===== src/rtl/step_sequencer.sv =====
// Drum step sequencer: DRUM_COUNT one-bit-per-step patterns played at a programmable tempo,
// with a single pending slot so pattern edits made while playing land cleanly on the loop wrap.
module step_sequencer #(
    parameter int PATTERN_WIDTH = 8,
    parameter int STEP_WIDTH    = 3,
    parameter int DRUM_COUNT    = 5,
    parameter int SEL_WIDTH     = 3,
    parameter int TEMPO_WIDTH   = 16
) (
    input  logic                     clk,
    input  logic                     rst,
    input  logic                     en_i_n,
    input  logic [TEMPO_WIDTH-1:0]   tempo_i,
    input  logic [PATTERN_WIDTH-1:0] pattern_i,
    input  logic [SEL_WIDTH-1:0]     drum_sel_i,
    input  logic                     load_valid_i,
    output logic                     load_ready_o,
    output logic                     load_err_o,
    output logic [DRUM_COUNT-1:0]    trig_o,
    output logic [STEP_WIDTH-1:0]    step_o,
    output logic                     running_o
);

    typedef enum logic {IDLE, RUN} state_t;

    localparam logic [STEP_WIDTH-1:0] LAST_STEP  = STEP_WIDTH'(PATTERN_WIDTH - 1);
    localparam logic [SEL_WIDTH:0]    DRUM_LIMIT = (SEL_WIDTH + 1)'(DRUM_COUNT);

    state_t                   state;
    logic [PATTERN_WIDTH-1:0] active [DRUM_COUNT];
    logic [PATTERN_WIDTH-1:0] eff    [DRUM_COUNT];
    logic [PATTERN_WIDTH-1:0] pend_pattern;
    logic [SEL_WIDTH-1:0]     pend_sel;
    logic                     pending;
    logic [TEMPO_WIDTH-1:0]   counter;

    logic                     accept;
    logic                     sel_ok;
    logic                     stopping;
    logic                     at_step;
    logic                     wrap;
    logic                     direct;
    logic                     commit;
    logic [STEP_WIDTH-1:0]    step_next;
    logic [DRUM_COUNT-1:0]    trig_next;

    assign load_ready_o = !pending;
    assign accept       = load_valid_i && !pending;
    assign sel_ok       = {1'b0, drum_sel_i} < DRUM_LIMIT;
    assign stopping     = (state == RUN) && en_i_n;
    assign at_step      = (state == RUN) && !en_i_n && (counter == '0);
    assign wrap         = at_step && (step_o == LAST_STEP);
    assign step_next    = ((state == IDLE) || wrap) ? '0 : step_o + 1'b1;

    // Loads go straight to the active patterns whenever no step in the middle of the loop
    // could observe a half-updated pattern: while idle, when stopping, and on the wrap edge.
    assign direct = (state == IDLE) || stopping || wrap;
    assign commit = pending && (stopping || wrap);

    // Pattern set as it stands after this edge; the new step's triggers are read from it.
    always_comb begin
        for (int d = 0; d < DRUM_COUNT; d++) begin
            eff[d] = active[d];
            if (commit && (pend_sel == SEL_WIDTH'(d))) begin
                eff[d] = pend_pattern;
            end else if (accept && sel_ok && direct && (drum_sel_i == SEL_WIDTH'(d))) begin
                eff[d] = pattern_i;
            end
            trig_next[d] = eff[d][step_next];
        end
    end

    always_ff @(posedge clk or negedge rst) begin
        if (!rst) begin
            state        <= IDLE;
            running_o    <= 1'b0;
            step_o       <= '0;
            counter      <= '0;
            trig_o       <= '0;
            load_err_o   <= 1'b0;
            pending      <= 1'b0;
            pend_pattern <= '0;
            pend_sel     <= '0;
            for (int d = 0; d < DRUM_COUNT; d++) begin
                active[d] <= '0;
            end
        end else begin
            load_err_o <= accept && !sel_ok;
            for (int d = 0; d < DRUM_COUNT; d++) begin
                active[d] <= eff[d];
            end

            if (accept && sel_ok && !direct) begin
                pending      <= 1'b1;
                pend_pattern <= pattern_i;
                pend_sel     <= drum_sel_i;
            end else if (commit) begin
                pending <= 1'b0;
            end

            case (state)
                IDLE: begin
                    if (!en_i_n) begin
                        state     <= RUN;
                        running_o <= 1'b1;
                        step_o    <= '0;
                        counter   <= tempo_i;
                        trig_o    <= trig_next;
                    end
                end
                RUN: begin
                    if (en_i_n) begin
                        state     <= IDLE;
                        running_o <= 1'b0;
                        step_o    <= '0;
                        counter   <= '0;
                        trig_o    <= '0;
                    end else if (counter != '0) begin
                        counter <= counter - 1'b1;
                        trig_o  <= '0;
                    end else begin
                        step_o  <= step_next;
                        counter <= tempo_i;
                        trig_o  <= trig_next;
                    end
                end
                default: begin
                    state <= IDLE;
                end
            endcase
        end
    end

endmodule


===== config.mk =====
export PLATFORM = sky130hd
export DESIGN_NAME = step_sequencer
export DESIGN_NICKNAME = d
export VERILOG_FILES = /design/src/rtl/step_sequencer.sv
export SDC_FILE = /design/constraint.sdc
export NUM_CORES = 1
export LEC_CHECK = 0
export BUFFER_PORTS_ARGS = -buffer_cell sky130_fd_sc_hd__buf_2
export CORE_MARGIN = 1.5
export CORE_UTILIZATION = 50
export DETAILED_ROUTE_END_ITERATION = 10
export HOLD_SLACK_MARGIN = 0.05
export PLACE_DENSITY = 0.69
export SYNTH_ARGS = -nofsm -noshare
export SYNTH_HDL_FRONTEND = slang
export SYNTH_SLANG_ARGS = --single-unit

===== constraint.sdc =====
create_clock -name clk -period 3.63 [get_ports clk]
set_input_delay 0.726 -clock clk [delete_from_list [all_inputs] [get_ports clk]]
set_output_delay 0.726 -clock clk [all_outputs]
set_load 0.01 [all_outputs]

==> parameters.txt, run 1 <==
Parameter                              Value

Global routing
  First-pass GRT wire length ... 20640 µm
  Pin count of the biggest net entering global routing ... 80
  GR Util All Layers ... 27.36%
  Initial antenna violation count ... 0
  Number of global-route vias before repair ... 3916
  Overall overflow remaining after global route ... 0

Min path
  HP Class ... flip-flop to flip-flop

Finish
  # diodes ... 0
  Ratio of cells with drive above 1 in the final layout ... 20.48%
  Most frequent cells in the layout ... dfrtp_1 (79), nand2_1 (58), nor2_1 (50)
  Most common cell after layout, fill and taps aside ... dfrtp_1
  Number of nets at the end of the flow ... 576
  Area added between synthesis and finish ... 11.47%

Drt
  Starting DRC count in detailed routing ... 422
  Post-DRT Antenna Nets ... 0
  Via count ... 4061
  Via density per instance ... 6.248
  Final routed wirelength across all metal layers ... 12820 µm
  # DRC ... 0
  Number of iterations in the first detailed-routing pass ... 5
  Wire length per cell after detailed routing ... 19.72 µm

Worst setup path
  Maximum fanout count along the critical path ... 8
  Data required time of the critical path ... 3.90 ns
  Data arrival time of the critical path ... 3.60 ns
  Category of the worst setup path launch point ... flip-flop
  Worst path buffer plus inverter count ... 0
  Slowest library cell on the worst path ... a41o_1
  Maximum single-stage delay on the critical path ... 0.49 ns
  Critical path type ... flip-flop to flip-flop
  Kind of cell with the highest combined delay on the critical path ... compound AO/OA/AOI/OAI gates
  Cells traversed along the worst timing path ... ha_1 > ha_1 > nor4b_2 > a41o_1 > nand3b_1 > mux2i_1 > a211oi_1 > a211oi_1 > a211o_1 > o31ai_1
  Critical path capture point type ... flip-flop

Clock network
  Post-CTS setup buffer count ... 0
  Library cell used as clock root buffer ... clkbuf_8
  Clock tree from TritonCTS ... done
  Reg clk slew, reported paths ... 0.09 ns
  Number of buffers created by CTS ... 9
  Number of levels the H-tree was split into ... 3
  CTS sink count ... 79
  Clock latency of the later-clocked register in the worst-skew pair ... 0.37 ns
  Number of buffers between clock root and the deepest sink ... 2

Die
  Std cell rows ... 34
  Total Die Area ... 0.009860 mm²
  Total I/O pin count ... 42
  Horizontal extent of the die ... 99.30 µm
  Placeable Area ... 0.008848 mm²
  Initial standard-cell utilization of the core ... 52.40%
  Die height ... 99.30 µm

Yosys
  Xor/xnor share of the synthesized area ... 1.133%
  Number of warnings printed during yosys synthesis ... 0
  Multiplexer share of the synthesized area ... 11.23%
  EDFF count, synth ... 0
  Post-synthesis sequential element count ... 79
  Biggest area contributors in the synthesized netlist ... dfrtp_1 (43%), mux2_2 (5.8%), mux2i_1 (5.4%), nand2_1 (4.7%), nor2_1 (4.0%)
  Synth async-reset ratio ... 100.0%
  Commonest register cell after synthesis ... dfrtp_1
  Distinct cell type count after synthesis ... 66
  Synthesized instance count ... 496
  Adder-cell share of the synthesized area ... 1.889%
  Syn Area/Cell ... 9.349 µm²
  Combinational family with the most area after synthesis ... compound AO/OA/AOI/OAI gates
  Dominant cell type by area after synthesis ... dfrtp_1
  Sequential area share after synthesis ... 42.63%
  Net Count, Synth ... 534
  Complex-gate fraction of the synthesized area ... 19.99%
  Top-area cell type share of the netlist area ... 42.63%
  Area share of and/or/nand/nor cells after synthesis ... 19.51%
  Cell Area, Synth ... 0.004637 mm²

Power
  Tot Pwr ... 2.729 mW
  Peak supply drop ... 0.2490 mV
  Clock share of power ... 23.8%
  Leakage power figure ... 2.346 nW
  Switching part of the total ... 34.10%
  Areal power density over the cells ... 528.0 mW/mm²
  Reg power frac ... 48.6%
  Part of the total power dissipated in combinational logic ... 27.5%
  Power Internal ... 1.799 mW
  Switch Pwr ... 0.9308 mW

STA
  Transition at the pin with the smallest max-transition slack ... 1.021 ns
  Crit share post-route ... 91.65%
  Worst-case hold slack ... 0.5009 ns
  Setup violators final ... 0
  Setup repair after global routing missed its margin ... false
  Time the worst path needs with I/O delays and setup ... 3.327 ns
  Hold violation total from the final report ... 0
  Final setup TNS ... 0 ns
  Maximum achievable frequency ... 0.3006 GHz
  Worst slew margin relative to its limit ... 31.92%
  Clk_skew ... 0.01883 ns
  Number of pins exceeding their max-slew limit in the final report ... 0

Outcome
  Outcome ... finished, final reports clean

Placed design
  Detailed-placement wirelength estimate ... 9032 µm
  RD Place Congestion ... 0.9072
  Number of buffer cells added on primary ports ... 41

Job
  Maximum capacitance violations ... 0
-- through the flow --
| stage | utilization, % | cell area [µm²] | std cells | setup slack [ns] |
|---|---|---|---|---|
| 6_report | 58.41 | 5169 | 650 | 0.3030 |
| 4_1_cts | 58.34 | 5162 | 650 | 0.2186 |
| 5_1_grt | 58.41 | 5169 | 650 | 0.03956 |
| 2_1_floorplan | - | 4637 | 496 | 0.4934 |
| 3_3_place_gp | 56.24 | 4976 | 635 | 0.3692 |
| 3_5_place_dp | 56.24 | 4976 | 635 | 0.2698 |
-- synth_stat cells (3+ instances only) --
cell type,number
a211oi_1,11
a21o_1,4
a21oi_1,34
a22o_1,3
a22oi_1,4
a2bb2oi_1,3
a31oi_1,8
a32o_1,3
a32oi_1,4
and3_1,6
buf_2,5
buf_6,3
clkbuf_1,16
dfrtp_1,79
ha_1,7
inv_1,10
mux2_2,24
mux2i_1,25
nand2_1,58
nand2b_1,3
nand3_1,10
nand3b_1,3
nor2_1,50
nor3_1,17
nor3b_1,4
o21a_1,4
o21ai_0,33
o21ai_1,3
o31ai_1,5
or4_1,3
xor2_1,5
-- flip-flops by register name, indices dropped and copies added (netlist names) --
| name | count |
|---|---|
| running_o | 1 |
| pend_pattern | 8 |
| pend_sel | 3 |
| counter | 16 |
| active | 40 |
| state | 1 |
| trig_o | 5 |
| pending | 1 |
| load_err_o | 1 |
| step_o | 3 |
-- layout make-up --
cell class              count  area [µm²]
clock inverters             6       62.56
clock buffers               9       123.9
well taps                 108       135.1
inverters                  11       41.29
repair buffers             56       320.3
flip-flops and latches     79        1977
fillers                   789        3680
multi-input cells         381        2509
-- timing repair --
item | CTS | global route
setup endpoints to repair | 0 | 1
hold buffers | 0 | 0
endpoints found under the hold margin | 0 | 0
resized for setup | 0 | 1
-- layer usage --
metal	track usage (%)	vias to the layer above	part of all wire (%)
met5	0	-	0
met4	9.317	0	2.4
met3	4.919	24	8.5
met2	40.99	180	45
met1	40.15	1948	45
li1	-	1909	-
-- path summary, 6_finish.rpt --
path | from | end | slack [ns] | cells after the start
min in group asynchronous | rst | running_o$_DFFE_PN0P_ | 0.51 | 1
worst max-delay path | step_o[0]$_DFFE_PN0P_ | trig_o[1]$_DFFE_PN0P_ | 0.30 | 10
worst min register to register | trig_o[0]$_DFFE_PN0P_ | trig_o[0]$_DFFE_PN0P_ | 0.50 | 1
worst max register to register | step_o[0]$_DFFE_PN0P_ | trig_o[1]$_DFFE_PN0P_ | 0.30 | 10
worst min-delay path | trig_o[0]$_DFFE_PN0P_ | trig_o[0]$_DFFE_PN0P_ | 0.50 | 1
max in group asynchronous | rst | step_o[2]$_DFFE_PN0P_ | 2.43 | 1
-- power groups by stage --
stage / clock, mW / combinational, mW / sequential [mW]
after floorplan: 0 / 0.543 / 1.27
after global placement: 0 / 0.722 / 1.33
after detailed placement: 0 / 0.743 / 1.34
after CTS: 0.660 / 0.744 / 1.32
after global routing: 0.701 / 0.837 / 1.36
final: 0.650 / 0.752 / 1.33
-- cell families (layout without fill, tap and decap cells) --
logic type | Yosys count | after routing
AO/OA/AOI/OAI | 141 | 141
multiplexers | 49 | 49
buffers and inverters | 36 | 82
adder cells (fa/ha/maj) | 7 | 7
AND/OR/NAND/NOR | 178 | 178
XOR/XNOR | 6 | 6
flip-flops | 79 | 79
No activity file was read; power rests on OpenSTA's default activity.
==> run 2: changes to the inputs <==
Settings changed: CELL_PAD_IN_SITES_DETAIL_PLACEMENT set to 2, CELL_PAD_IN_SITES_GLOBAL_PLACEMENT set to 2, CORE_UTILIZATION 50 to 38, PLACE_DENSITY 0.69 to unset, PLACE_DENSITY_LB_ADDON set to 0.1.
==> parameters.txt, run 2 (synthesis results as in run 1) <==
Parameter                              Value

Outcome
  Outcome ... finished, final reports clean

Clock network
  Reg clk slew, reported paths ... 0.06 ns
  Library cell used as clock root buffer ... clkbuf_16
  Number of buffers between clock root and the deepest sink ... 2
  Number of buffers created by CTS ... 9
  Hold buffer count at cts ... 0
  CTS sink count ... 79
  Clock tree from TritonCTS ... done
  Number of levels the H-tree was split into ... 3
  Clock latency of the later-clocked register in the worst-skew pair ... 0.35 ns

Worst setup path
  Category of the worst setup path launch point ... flip-flop
  Maximum fanout count along the critical path ... 15
  Setup crit start ... step_o[1]$_DFFE_PN0P_
  Start of the worst register-to-register path ... step_o[1]$_DFFE_PN0P_
  Data required time of the critical path ... 3.85 ns
  Critical path capture point type ... flip-flop
  Data arrival time of the critical path ... 3.63 ns
  Slack of the worst reg-to-reg path ... 0.22 ns
  Critical path type ... flip-flop to flip-flop

Power
  Tot Pwr ... 3.005 mW
  Peak supply drop ... 0.4436 mV
  Areal power density over the cells ... 559.8 mW/mm²
  Leakage power figure ... 2.436 nW

Global routing
  Number of global-route vias before repair ... 4437
  Initial antenna violation count ... 0
  First-pass GRT wire length ... 26100 µm
  GR Util All Layers ... 26.84%
  Overall overflow remaining after global route ... 0
  Global-route layer with the greatest usage ... met2
  GR Util met2 ... 42.33%
  Pin count of the biggest net entering global routing ... 80
  Met3 routing resource usage after global routing ... 5.260%
  Met1 Usage GRT ... 39.02%

Drt
  # DRC ... 0
  Final routed wirelength across all metal layers ... 16200 µm
  Post-DRT Antenna Nets ... 0
  Number of iterations in the first detailed-routing pass ... 4
  Starting DRC count in detailed routing ... 170
  Wire length per cell after detailed routing ... 23.24 µm
  Via count ... 4101
  Via density per instance ... 5.884

Finish
  Most common cell after layout, fill and taps aside ... dfrtp_1
  Most flops, register ... active
  Most frequent cells in the layout ... dfrtp_1 (79), nand2_1 (58), nor2_1 (50)
  Ratio of cells with drive above 1 in the final layout ... 21.45%
  FF+latch area ... 0.001977 mm²
  Max FFs per register ... 40
  Final Util ... 44.88%
  # diodes ... 0
  Filler Cells Inserted ... 1304
  Multi-input gate area in the final layout ... 0.002517 mm²
  Number of nets at the end of the flow ... 583
  Finished Layout Cells ... 697
  Largest regs ... active: 40 flops, counter: 16 flops, pend_pattern: 8 flops
  Area added between synthesis and finish ... 15.79%

Placed design
  Number of buffer cells added on primary ports ... 41
  Post-placement cell count ... 678
  Detailed-placement wirelength estimate ... 11680 µm
  RD Place Congestion ... 0.8246

STA
  Number of pins exceeding their max-slew limit in the final report ... 0
  Clk_skew ... 0.006037 ns
  Worst slew margin relative to its limit ... 28.35%
  Hold violation total from the final report ... 0
  Time the worst path needs with I/O delays and setup ... 3.409 ns
  Maximum achievable frequency ... 0.2934 GHz
  Setup repair after global routing missed its margin ... false
  Worst-case hold slack ... 0.4921 ns
  Setup violators final ... 0
  Crit share post-route ... 93.90%
  Transition at the pin with the smallest max-transition slack ... 1.075 ns
  Final setup TNS ... 0 ns

Job
  Maximum capacitance violations ... 0

Min path
  Hold path startpoint ... trig_o[0]$_DFFE_PN0P_
  HP Class ... flip-flop to flip-flop

Die
  Horizontal extent of the die ... 113.5 µm
  Die height ... 113.5 µm
  Placeable Area ... 0.01196 mm²
  Total Die Area ... 0.01287 mm²
  Initial standard-cell utilization of the core ... 38.77%
  Std cell rows ... 40
  Total I/O pin count ... 42
-- run 2: cell types whose count changed in the layout (fill, tap and decap cells not counted) --
| cell | previous run | this run |
|---|---|---|
| clkinv_2 | 2 | 4 |
| buf_4 | 16 | 23 |
| clkbuf_16 | 0 | 9 |
| bufinv_16 | 1 | 0 |
| nor4b_2 | 2 | 1 |
| clkbuf_8 | 9 | 2 |
| clkinvlp_4 | 3 | 0 |
| clkbuf_1 | 0 | 1 |
| nor4b_4 | 0 | 1 |
-- run 2: through the flow --
step | setup slack [ns] | instance area, µm²
floorplan | 0.4934 | 4637
global placement | 0.2518 | 5055
detailed placement | 0.1429 | 5055
CTS | 0.1017 | 5331
global route | 0.008539 | 5369
finish | 0.2215 | 5369
-- run 2: area by class of cell --
class	instances	area share [%]
Timing Repair Buffer	63	6.945
Inverter	11	0.7691
Multi-Input combinational cell	381	46.89
Tap cell	147	3.426
Sequential cell	79	36.82
Clock inverter	4	0.3729
Clock buffer	12	4.777
-- run 2: repair_timing --
action	in CTS	in global routing
buffers inserted	0	3
resized for setup	0	2
hold endpoints to repair	0	0
setup endpoints to repair	0	2
-- run 2: where the power goes --
group	switching [mW]	internal, mW	total, mW
combinational	0.448	0.354	0.802
clock	0.364	0.496	0.860
sequential	0.197	1.15	1.34
-- run 2: worst paths after layout --
path	to	cells past startpoint
setup / recovery	trig_o[3]$_DFFE_PN0P_	10
hold / removal	trig_o[0]$_DFFE_PN0P_	1
setup reg to reg	trig_o[3]$_DFFE_PN0P_	10
hold reg to reg	trig_o[0]$_DFFE_PN0P_	1
max in group asynchronous	trig_o[3]$_DFFE_PN0P_	1
min in group asynchronous	counter[14]$_DFFE_PN0P_	1
-- run 2: worst max-delay path, stage by stage, from the launching register on --
cell and delay [ns]:
dfrtp_1 0.44, ha_1 0.21, ha_1 0.23, nor4b_2 0.19, and4_1 0.34, a21oi_4 0.36
or2_1 0.58, mux2_2 0.42, a221o_1 0.33, a21oi_1 0.12, a21oi_1 0.05
-- run 2: per-layer routing --
layer  vias to the layer above  share of wire, %  wire (µm)
met1                      2110                49       7872
met4                         0              0.60         97
li1                       1918                 -          -
met2                        65                46       7522
met5                         -                 0          0
met3                         8               4.4        706
